===== src/rtl/key_dispatcher_if.sv =====
// Handshake bundle between the key dispatcher, the top-level control FSM and the decrypt cores.
// With KEY_DISPATCH_STATS_EN defined the bundle also carries keys_tried and cycles.
interface key_dispatcher_if #(
  parameter int N_CORES = 4
);
  logic               start;
  logic [N_CORES-1:0] req;
  logic [N_CORES-1:0] miss;
  logic [N_CORES-1:0] hit;
  logic [N_CORES-1:0] grant;
  logic [21:0]        key_out;
  logic               busy;
  logic               done;
  logic               success;
  logic [21:0]        result_key;
`ifdef KEY_DISPATCH_STATS_EN
  logic [21:0]        keys_tried;
  logic [31:0]        cycles;

  modport master (
    output start, req, miss, hit,
    input  grant, key_out, busy, done, success, result_key, keys_tried, cycles
  );

  modport slave (
    input  start, req, miss, hit,
    output grant, key_out, busy, done, success, result_key, keys_tried, cycles
  );
`else
  modport master (
    output start, req, miss, hit,
    input  grant, key_out, busy, done, success, result_key
  );

  modport slave (
    input  start, req, miss, hit,
    output grant, key_out, busy, done, success, result_key
  );
`endif
endinterface


===== src/rtl/key_dispatcher.sv =====
// Round-robin RC4 key scheduler: hands successive 22-bit LFSR keys to N decrypt cores until a hit or exhaustion.
// Optional KEY_DISPATCH_STATS_EN adds keys_tried / cycles counters on the interface.
//
// state   | meaning
// S_IDLE  | waiting for start, outputs quiet
// S_RUN   | issuing keys to requesting cores
// S_DRAIN | key space issued, waiting for outstanding cores to report
// S_DONE  | search finished, success/result_key held
module key_dispatcher #(
  parameter int          N_CORES  = 4,
  parameter int unsigned MAX_KEYS = 4194303
) (
  input  logic          clk,
  input  logic          reset,
  key_dispatcher_if.slave kd
);

  typedef enum logic [1:0] {S_IDLE, S_RUN, S_DRAIN, S_DONE} state_e;

  localparam int          PW    = (N_CORES > 1) ? $clog2(N_CORES) : 1;
  localparam logic [21:0] SEED  = 22'h3FFFFF;
  localparam logic [21:0] MAX_L = MAX_KEYS[21:0];
  localparam logic [PW-1:0] LAST = PW'(N_CORES - 1);

  state_e             state_q, state_d;
  logic [21:0]        lfsr_q, lfsr_d;
  logic [21:0]        issued_q, issued_d;
  logic [21:0]        key_out_q, key_out_d;
  logic [21:0]        result_q, result_d;
  logic [N_CORES-1:0] out_q, out_d;
  logic [N_CORES-1:0] grant_q, grant_d;
  logic [PW-1:0]      rr_q, rr_d;
  logic               success_q, success_d;
  logic               busy_q, busy_d;
  logic               done_q, done_d;
  logic [21:0]        core_key_q [N_CORES];

  logic [N_CORES-1:0] hit_v, ack_v, elig;
  logic [21:0]        hit_key;
  logic [PW-1:0]      pick;
  logic               pick_ok;
  logic               start_ok;

  // Acknowledgements only count for cores that actually hold a key.
  always_comb begin
    hit_v    = kd.hit & out_q;
    ack_v    = (kd.hit | kd.miss) & out_q;
    elig     = kd.req & ~out_q;
    start_ok = kd.start && (state_q == S_IDLE || state_q == S_DONE);
    hit_key  = '0;
    for (int i = N_CORES - 1; i >= 0; i--) begin
      if (hit_v[i]) hit_key = core_key_q[i];
    end
    // Round robin: first eligible above rr_q, then wrap to the low indices.
    pick    = '0;
    pick_ok = 1'b0;
    for (int i = 0; i < N_CORES; i++) begin
      if (!pick_ok && elig[i] && (PW'(i) > rr_q)) begin
        pick    = PW'(i);
        pick_ok = 1'b1;
      end
    end
    for (int i = 0; i < N_CORES; i++) begin
      if (!pick_ok && elig[i] && (PW'(i) <= rr_q)) begin
        pick    = PW'(i);
        pick_ok = 1'b1;
      end
    end
  end

  always_comb begin
    state_d   = state_q;
    lfsr_d    = lfsr_q;
    issued_d  = issued_q;
    out_d     = out_q;
    grant_d   = '0;
    key_out_d = key_out_q;
    rr_d      = rr_q;
    success_d = success_q;
    result_d  = result_q;
    case (state_q)
      S_IDLE, S_DONE: begin
        if (start_ok) begin
          state_d   = S_RUN;
          lfsr_d    = SEED;
          issued_d  = '0;
          out_d     = '0;
          rr_d      = LAST;
          success_d = 1'b0;
          result_d  = '0;
        end
      end
      S_RUN: begin
        out_d = out_q & ~ack_v;
        if (|hit_v) begin
          state_d   = S_DONE;
          success_d = 1'b1;
          result_d  = hit_key;
        end else if (issued_q == MAX_L) begin
          state_d = S_DRAIN;
        end else if (pick_ok) begin
          grant_d   = N_CORES'(1) << pick;
          out_d     = out_d | grant_d;
          key_out_d = lfsr_q;
          lfsr_d    = {lfsr_q[20:0], lfsr_q[21] ^ lfsr_q[0]};
          issued_d  = issued_q + 22'd1;
          rr_d      = pick;
        end
      end
      S_DRAIN: begin
        out_d = out_q & ~ack_v;
        if (|hit_v) begin
          state_d   = S_DONE;
          success_d = 1'b1;
          result_d  = hit_key;
        end else if (out_q == '0) begin
          state_d   = S_DONE;
          success_d = 1'b0;
        end
      end
      default: state_d = S_IDLE;
    endcase
    busy_d = (state_d == S_RUN) || (state_d == S_DRAIN);
    done_d = (state_d == S_DONE);
  end

  always_ff @(posedge clk) begin
    if (reset) state_q <= S_IDLE;
    else       state_q <= state_d;
  end

  always_ff @(posedge clk) begin
    if (reset) begin
      lfsr_q    <= SEED;
      issued_q  <= '0;
      out_q     <= '0;
      grant_q   <= '0;
      key_out_q <= '0;
      rr_q      <= LAST;
      success_q <= 1'b0;
      result_q  <= '0;
      busy_q    <= 1'b0;
      done_q    <= 1'b0;
    end else begin
      lfsr_q    <= lfsr_d;
      issued_q  <= issued_d;
      out_q     <= out_d;
      grant_q   <= grant_d;
      key_out_q <= key_out_d;
      rr_q      <= rr_d;
      success_q <= success_d;
      result_q  <= result_d;
      busy_q    <= busy_d;
      done_q    <= done_d;
    end
  end

  always_ff @(posedge clk) begin
    for (int i = 0; i < N_CORES; i++) begin
      if (reset)           core_key_q[i] <= '0;
      else if (grant_d[i]) core_key_q[i] <= key_out_d;
    end
  end

  assign kd.grant      = grant_q;
  assign kd.key_out    = key_out_q;
  assign kd.busy       = busy_q;
  assign kd.done       = done_q;
  assign kd.success    = success_q;
  assign kd.result_key = result_q;

`ifdef KEY_DISPATCH_STATS_EN
  logic [21:0] tried_q;
  logic [31:0] cyc_q;
  logic        active;

  assign active = (state_q == S_RUN) || (state_q == S_DRAIN);

  always_ff @(posedge clk) begin
    if (reset || start_ok) begin
      tried_q <= '0;
      cyc_q   <= '0;
    end else if (active) begin
      tried_q <= tried_q + 22'($countones(ack_v));
      if (cyc_q != '1) cyc_q <= cyc_q + 32'd1;
    end
  end

  assign kd.keys_tried = tried_q;
  assign kd.cycles     = cyc_q;
`endif

endmodule

===== src/flat_wrapper.sv =====
// flat-port wrapper written by rule: the top's interface ports become plain ports
module key_dispatcher_flat 
#(
  parameter int          N_CORES  = 4,
  parameter int unsigned MAX_KEYS = 4194303
)
  (clk, reset, kd_start, kd_req, kd_miss, kd_hit, kd_grant, kd_key_out, kd_busy, kd_done, kd_success, kd_result_key);
  key_dispatcher_if #(.N_CORES(N_CORES)) kd_i ();
  input  logic clk;
  input  logic reset;
  input wire logic [$bits(kd_i.start)-1:0] kd_start;
  input wire logic [$bits(kd_i.req)-1:0] kd_req;
  input wire logic [$bits(kd_i.miss)-1:0] kd_miss;
  input wire logic [$bits(kd_i.hit)-1:0] kd_hit;
  output wire logic [$bits(kd_i.grant)-1:0] kd_grant;
  output wire logic [$bits(kd_i.key_out)-1:0] kd_key_out;
  output wire logic [$bits(kd_i.busy)-1:0] kd_busy;
  output wire logic [$bits(kd_i.done)-1:0] kd_done;
  output wire logic [$bits(kd_i.success)-1:0] kd_success;
  output wire logic [$bits(kd_i.result_key)-1:0] kd_result_key;
  assign kd_i.start = kd_start;
  assign kd_i.req = kd_req;
  assign kd_i.miss = kd_miss;
  assign kd_i.hit = kd_hit;
  assign kd_grant = kd_i.grant;
  assign kd_key_out = kd_i.key_out;
  assign kd_busy = kd_i.busy;
  assign kd_done = kd_i.done;
  assign kd_success = kd_i.success;
  assign kd_result_key = kd_i.result_key;
  key_dispatcher #(.N_CORES(N_CORES), .MAX_KEYS(MAX_KEYS)) u_core (.clk(clk), .reset(reset), .kd(kd_i));
endmodule

===== config.mk =====
export PLATFORM = sky130hd
export DESIGN_NAME = key_dispatcher_flat
export DESIGN_NICKNAME = d
export VERILOG_FILES = /design/src/rtl/key_dispatcher_if.sv /design/src/rtl/key_dispatcher.sv /design/src/flat_wrapper.sv
export SDC_FILE = /design/constraint.sdc
export NUM_CORES = 1
export LEC_CHECK = 0
export CELL_PAD_IN_SITES_DETAIL_PLACEMENT = 0
export CELL_PAD_IN_SITES_GLOBAL_PLACEMENT = 1
export CORE_MARGIN = 8
export CORE_UTILIZATION = 48
export DETAILED_ROUTE_END_ITERATION = 16
export GPL_ROUTABILITY_DRIVEN = 0
export HOLD_SLACK_MARGIN = 0.06
export PLACE_DENSITY = 0.87
export SYNTH_ARGS = -nofsm -noshare
export SYNTH_HDL_FRONTEND = slang
export SYNTH_SLANG_ARGS = --single-unit

===== constraint.sdc =====
create_clock -name clk -period 6.6 [get_ports clk]
set_input_delay 0.66 -clock clk [delete_from_list [all_inputs] [get_ports clk]]
set_output_delay 0.66 -clock clk [all_outputs]
set_load 0.05 [all_outputs]

==> flow_metrics.env, run 1 <==
export IMPL_status="completed"
export IMPL_cpLargestDelayFamily="simple AND/OR/NAND/NOR gates"
export IMPL_whs_ns=0.476
export IMPL_avgSynthCellArea_um2=10.4
export IMPL_drive_gt1_share_pct=7.40
export IMPL_setup_viol=0
export IMPL_ff2ff_path_depth=5
export IMPL_io_pins=66
export IMPL_fin_cells=1076
export IMPL_cell_internal_pwr_uw=2490
export IMPL_placed_area_um2=9190
export IMPL_firstDrtPassIters=5
export IMPL_syn_inst=808
export IMPL_synthFlopType="dfxtp_1"
export IMPL_max_slew_margin_pct=18.0
export IMPL_path_depth=6
export IMPL_synth_nets=827
export IMPL_syn2layout_area_growth_pct=16.4
export IMPL_hold_viol_final=0
export IMPL_synth_top_cell_by_area="edfxtp_1"
export IMPL_die_area_um2=22100
export IMPL_p_per_area_nw_per_um2=409
export IMPL_num_nets_final=857
export IMPL_coreArea_um2=17200
export IMPL_power_net_switching_uw=1520
export IMPL_start_util_pct=48.9
export IMPL_htreeDepth=4
export IMPL_tightestPinTransition_ns=1.23
export IMPL_maxCapViolCount=0
export IMPL_p_sw_share_pct=37.9
export IMPL_rsz0062_at_grt="no"
export IMPL_leakagePower_uw=0.00362
export IMPL_yosys_warnings=0
export IMPL_vdd_ir_drop_max_mv=0.291
export IMPL_slowest_delay_ns=0.90
export IMPL_yosysSeqAreaShare_pct=55.8
export IMPL_worstHoldPathCells=1
export IMPL_diodes=0
export IMPL_min_path_type="reg2reg"
export IMPL_netlist_area_um2=8430
export IMPL_rows=48
export IMPL_timing_fmax_mhz=269
export IMPL_path_buf_inv=1
export IMPL_grt_pass1_vias=6492
export IMPL_finalCriticalPeriod_ns=3.72
export IMPL_yosysTopAreaCellShare_pct=31.4
export IMPL_dp_cells=1044
export IMPL_viasPerCell=6.03
export IMPL_worstPathCellList="clkdlybuf4s50_1, nand2_1, nand4_2, a31oi_2, nand4_1, nand2b_1"
export IMPL_ctsHoldBuffers=0
export IMPL_worstPathRequired_ns=6.64
export IMPL_clk_pin_slew_ns=0.06
export IMPL_startpoint_type="input port"
export IMPL_cts_buffers=17
export IMPL_yosysUniqueCellTypes=65
export IMPL_skew_ns=0.0126
export IMPL_cts_root_buf="clkbuf_16"
export IMPL_dieHeight_um=149
export IMPL_combPwrFrac_pct=35.0
export IMPL_drc=0
export IMPL_p_clk_share_pct=26.4
export IMPL_antenna_found_initial=0
export IMPL_synth_most_common_cell="dfxtp_1"
export IMPL_grt_max_degree=70
export IMPL_clkLatencyLatePin_ns=0.44
export IMPL_overflow=0
export IMPL_routedWlPerCell_um=19.4
export IMPL_detail_route_antenna_nets=0
export IMPL_critPathArrivalTime_ns=3.76
export IMPL_crit_path_end_kind="flip-flop"
export IMPL_stdcell_area_um2=9810
export IMPL_grt_use_total_pct=19.1
export IMPL_cp_max_fo=26
export IMPL_synth_seq_cells=191
export IMPL_finalMaxSlewViolations=0
export IMPL_fin_ws_ns=2.88
export IMPL_post_cts_setup_buffers=0
export IMPL_fp_dieW_um=149
export IMPL_clockBufferDepth=2
export IMPL_pre_cts_slack_ns=2.47
export IMPL_grt_pass1_wl_mm=33.6
export IMPL_final_setup_tns_ns=0
export IMPL_synth_edf_count=88
export IMPL_post_cts_resized=0
export IMPL_vias=6483
export IMPL_port_buffers=65
export IMPL_dp_hpwl_mm=13.9
export IMPL_cp_slowest_cell="nand2b_1"
export IMPL_clock_sinks=191
export IMPL_critPathKind="in2reg"
export IMPL_seq_power_share_pct=38.6
export IMPL_async_flop_share_pct=0
export IMPL_drtIter0Drc=557
export IMPL_wl_mm=20.9
export IMPL_post_route_period_util_pct=56.4
export IMPL_cts_tree="built"
export IMPL_yosys_top_cells_count="dfxtp_1 (103), edfxtp_1 (88), o21ai_0 (71), and3_1 (68), a21oi_1 (55)"
export IMPL_synth_top_cells_by_area="edfxtp_1 (31%), dfxtp_1 (24%), and3_1 (5.0%)"
## power groups by stage
stage | Combinational [uW] | Sequential [uW] | Clock [uW]
6_report | 1410 | 1550 | 1060
5_1_grt | 1510 | 1570 | 1110
4_1_cts | 1410 | 1550 | 1070
3_5_place_dp | 1400 | 1570 | 0
3_3_place_gp | 1370 | 1560 | 0
2_1_floorplan | 782 | 1770 | 0
## cell usage in the layout (no fill, tap or decap), drive strengths merged, types with 4 or more instances in the layout
master / instances
nor2: 37
inv: 11
a21oi: 55
clkdlybuf4s50: 65
a22o: 21
mux2i: 21
dfxtp: 103
nor4: 5
a221oi: 26
ha: 4
a211oi: 4
nor3: 14
nand2: 45
buf: 10
nor2b: 9
edfxtp: 88
and3: 68
and2: 30
o31ai: 15
or4: 12
clkbuf: 23
clkinv: 4
nand4: 12
nand2b: 15
o21ai: 72
nand3: 35
## worst reg2reg max path: stages, from the launching register on
cell and delay, ns:
dfxtp_1 0.36, nand2_1 0.57, nand4_2 0.44, a31oi_2 0.55, nand4_1 0.19, nand2b_1 0.90
## per-layer routing
metal / track usage [%] / share of wire, % / vias up
li1: - / - / 3107
met1: 23.0 / 44 / 3163
met2: 32.4 / 50 / 182
met3: 4.89 / 5.3 / 31
met4: 6.68 / 1.6 / 0
met5: 0 / 0 / -
## final timing paths
check                                from                  endpoint  slack [ns]
hold reg to reg   u_core.kd.result_key[2]   u_core.kd.result_key[2]        0.48
setup reg to reg          u_core.out_q[0]  u_core.core_key_q[3][18]        3.19
hold / removal    u_core.kd.result_key[2]   u_core.kd.result_key[2]        0.48
setup / recovery                kd_hit[0]  u_core.core_key_q[3][18]        2.88
## stage by stage
step	power, uW	utilization [%]
final	4010	56.9
after global routing	4190	56.9
after CTS	4020	56.9
after detailed placement	2970	53.3
after global placement	2940	53.3
after floorplan	2550	-
## flip-flops by register name (all words and copies together) (netlist names)
name / cells
u_core.kd.busy: 1
u_core.out_q: 4
u_core.lfsr_q: 22
u_core.issued_q: 22
u_core.kd.key_out: 22
u_core.core_key_q: 88
u_core.rr_q: 2
u_core.kd.success: 1
u_core.kd.grant: 4
u_core.state_q: 2
u_core.kd.done: 1
u_core.kd.result_key: 22
## logic make-up after synthesis
group	Yosys count	share of synthesized area, %
and+or+nand+nor	298	20.2
AOI/OAI and AO/OA	222	17.4
DFF	191	55.8
buffers and inverters	72	3.50
muxes	21	2.49
adders and majority gates	4	0.594
## final cells by class
class | instances | area (um2)
fillers | 1392 | 7430
flip-flops and latches | 191 | 4700
multi-input cells | 545 | 3440
repair buffers | 75 | 726
clock buffers | 23 | 534
well taps | 225 | 282
clock inverters | 9 | 88.8
inverters | 8 | 30.0
Note: power is estimated with default switching activity, not from simulation.
==> run 2, diff against run 1 <==
CORE_UTILIZATION = 42   (was 48)
PLACE_DENSITY = 0.81   (was 0.87)
clock period = 3.01 ns   (was 6.6 ns; I/O delays follow)
==> run 2 against run 1 <==
Critical path depth unchanged. Worst setup slack worse by 2.5 ns. Clock-buffer cell count down 3. Cell area up 2.3%. Sequential cell count unchanged. Critical path type is now reg2reg. Critical endpoint is now u_core.core_key_q[1][15]. Largest cell class unchanged. Cell count up 6.2%. Highest routed layer unchanged.
==> flow_metrics.env, run 2 (synthesis results as in run 1) <==
export IMPL_pre_cts_slack_ns=0.252
export IMPL_grt_pass1_wl_mm=33.8
export IMPL_overflow=0
export IMPL_detail_route_antenna_nets=0
export IMPL_status="completed"
export IMPL_fin_ws_ns=0.335
export IMPL_grt_use_total_pct=17.5
export IMPL_crit_path_end_kind="flip-flop"
export IMPL_hold_viol_final=0
export IMPL_skew_ns=0.0123
export IMPL_post_route_period_util_pct=88.9
export IMPL_start_util_pct=42.2
export IMPL_finalMaxSlewViolations=0
export IMPL_clockBufferDepth=2
export IMPL_viasPerCell=5.74
export IMPL_setup_viol=0
export IMPL_slowest_delay_ns=0.90
export IMPL_dieHeight_um=158
export IMPL_tightestPinTransition_ns=1.11
export IMPL_antenna_found_initial=0
export IMPL_vdd_ir_drop_max_mv=0.404
export IMPL_leakagePower_uw=0.00372
export IMPL_multi_input_area_um2=3440
export IMPL_coreArea_um2=20000
export IMPL_fin_cells=1143
export IMPL_timing_fmax_mhz=374
export IMPL_vias=6561
export IMPL_cp_max_fo=69
export IMPL_critPathArrivalTime_ns=2.86
export IMPL_ctsHoldBuffers=0
export IMPL_final_common_cell="dfxtp_1"
export IMPL_drive_gt1_share_pct=9.85
export IMPL_path_common_cell="and3_1"
export IMPL_p_per_area_nw_per_um2=885
export IMPL_routedWlPerCell_um=18.8
export IMPL_fillers=1829
export IMPL_htreeDepth=4
export IMPL_cts_tree="built"
export IMPL_rows=52
export IMPL_post_cts_setup_buffers=0
export IMPL_critPathKind="reg2reg"
export IMPL_fp_dieW_um=158
export IMPL_io_pins=66
export IMPL_port_buffers=65
export IMPL_top_register="u_core.core_key_q"
export IMPL_regArea_um2=4700
export IMPL_max_slew_margin_pct=26.1
export IMPL_grt_pass1_vias=6200
export IMPL_startpoint_type="flip-flop"
export IMPL_clk_pin_slew_ns=0.07
export IMPL_drtIter0Drc=579
export IMPL_cts_root_buf="clkbuf_16"
export IMPL_syn2layout_area_growth_pct=19.1
export IMPL_cts_buffers=17
export IMPL_post_cts_resized=0
export IMPL_clock_sinks=191
export IMPL_layout_common_cells="dfxtp_1 (103), edfxtp_1 (88), o21ai_0 (71), and3_1 (68), clkdlybuf4s50_1 (64)"
export IMPL_cp_slowest_cell="o311ai_4"
export IMPL_drc=0
export IMPL_dp_hpwl_mm=14.2
export IMPL_min_path_type="in2reg"
export IMPL_final_setup_tns_ns=0
export IMPL_die_area_um2=24900
export IMPL_clkLatencyLatePin_ns=0.44
export IMPL_worstPathRequired_ns=3.19
export IMPL_dp_cells=1111
export IMPL_num_nets_final=879
export IMPL_diodes=0
export IMPL_wl_mm=21.5
export IMPL_finalCriticalPeriod_ns=2.68
export IMPL_worstPathCellList="and3_1, nand4_2, o311ai_4, nor3_4, buf_12, and3_1"
export IMPL_rsz0062_at_grt="no"
export IMPL_grt_max_degree=70
export IMPL_maxCapViolCount=0
export IMPL_largest_reg_flops=88
export IMPL_firstDrtPassIters=7
[run 2: cell types whose count changed in the layout (fill, tap and decap cells not counted), moves of 2 or more]
cell and delta:
buf_4 +18, buf_12 +4, clkbuf_16 -3, inv_6 +3, clkbuf_8 +2, inv_8 +2
[run 2: worst paths after layout]
check / slack [ns] / to / cells past startpoint / from
setup / recovery: 0.33 / u_core.core_key_q[1][15] / 6 / u_core.issued_q[14]
hold / removal: 0.16 / u_core.out_q[2] / 2 / reset
setup reg to reg: 0.33 / u_core.core_key_q[1][15] / 6 / u_core.issued_q[14]
hold reg to reg: 0.46 / u_core.issued_q[21] / 2 / u_core.issued_q[21]
[run 2: per-stage QoR]
stage | total power [uW] | utilization [%] | area, um2 | hold WS (ns)
final | 8880 | 50.3 | 10000 | 0.158
after global routing | 9300 | 50.3 | 10000 | 0.149
after CTS | 8910 | 50.3 | 10000 | 0.143
after detailed placement | 6700 | 47.3 | 9450 | 0.462
after global placement | 6680 | 47.3 | 9450 | 0.449
after floorplan | 5600 | - | 8430 | 0.438
[run 2: metal layers]
layer	up-vias	track usage (%)	wire length, um
met5	-	0	0
met4	0	4.62	230
met3	21	4.01	1220
met2	171	29.5	10500
met1	3204	22.2	9550
li1	3165	-	-
[run 2: cell type report]
class / instances / share of cell area [%]
Sequential cell: 191 / 46.9
Timing Repair Buffer: 97 / 9.32
Tap cell: 270 / 3.36
Clock inverter: 12 / 1.11
Inverter: 8 / 0.299
Multi-Input combinational cell: 545 / 34.3
Clock buffer: 20 / 4.76
[run 2: worst max-delay path, delay by kind of cell (launching register included)]
family	cells	cell delay, ns
flip-flops	1	0.40
AND/OR/NAND/NOR	4	0.87
AO/OA/AOI/OAI	1	0.90
buffers and inverters	1	0.23
[run 2: power breakdown]
group          switching [uW]  total (uW)  internal (uW)  leakage (uW)
logic                    2180        3260           1080       0.00168
clock network            1040        2230           1180      0.000286
registers                 219        3390           3170       0.00175
total                    3440        8880           5440       0.00372
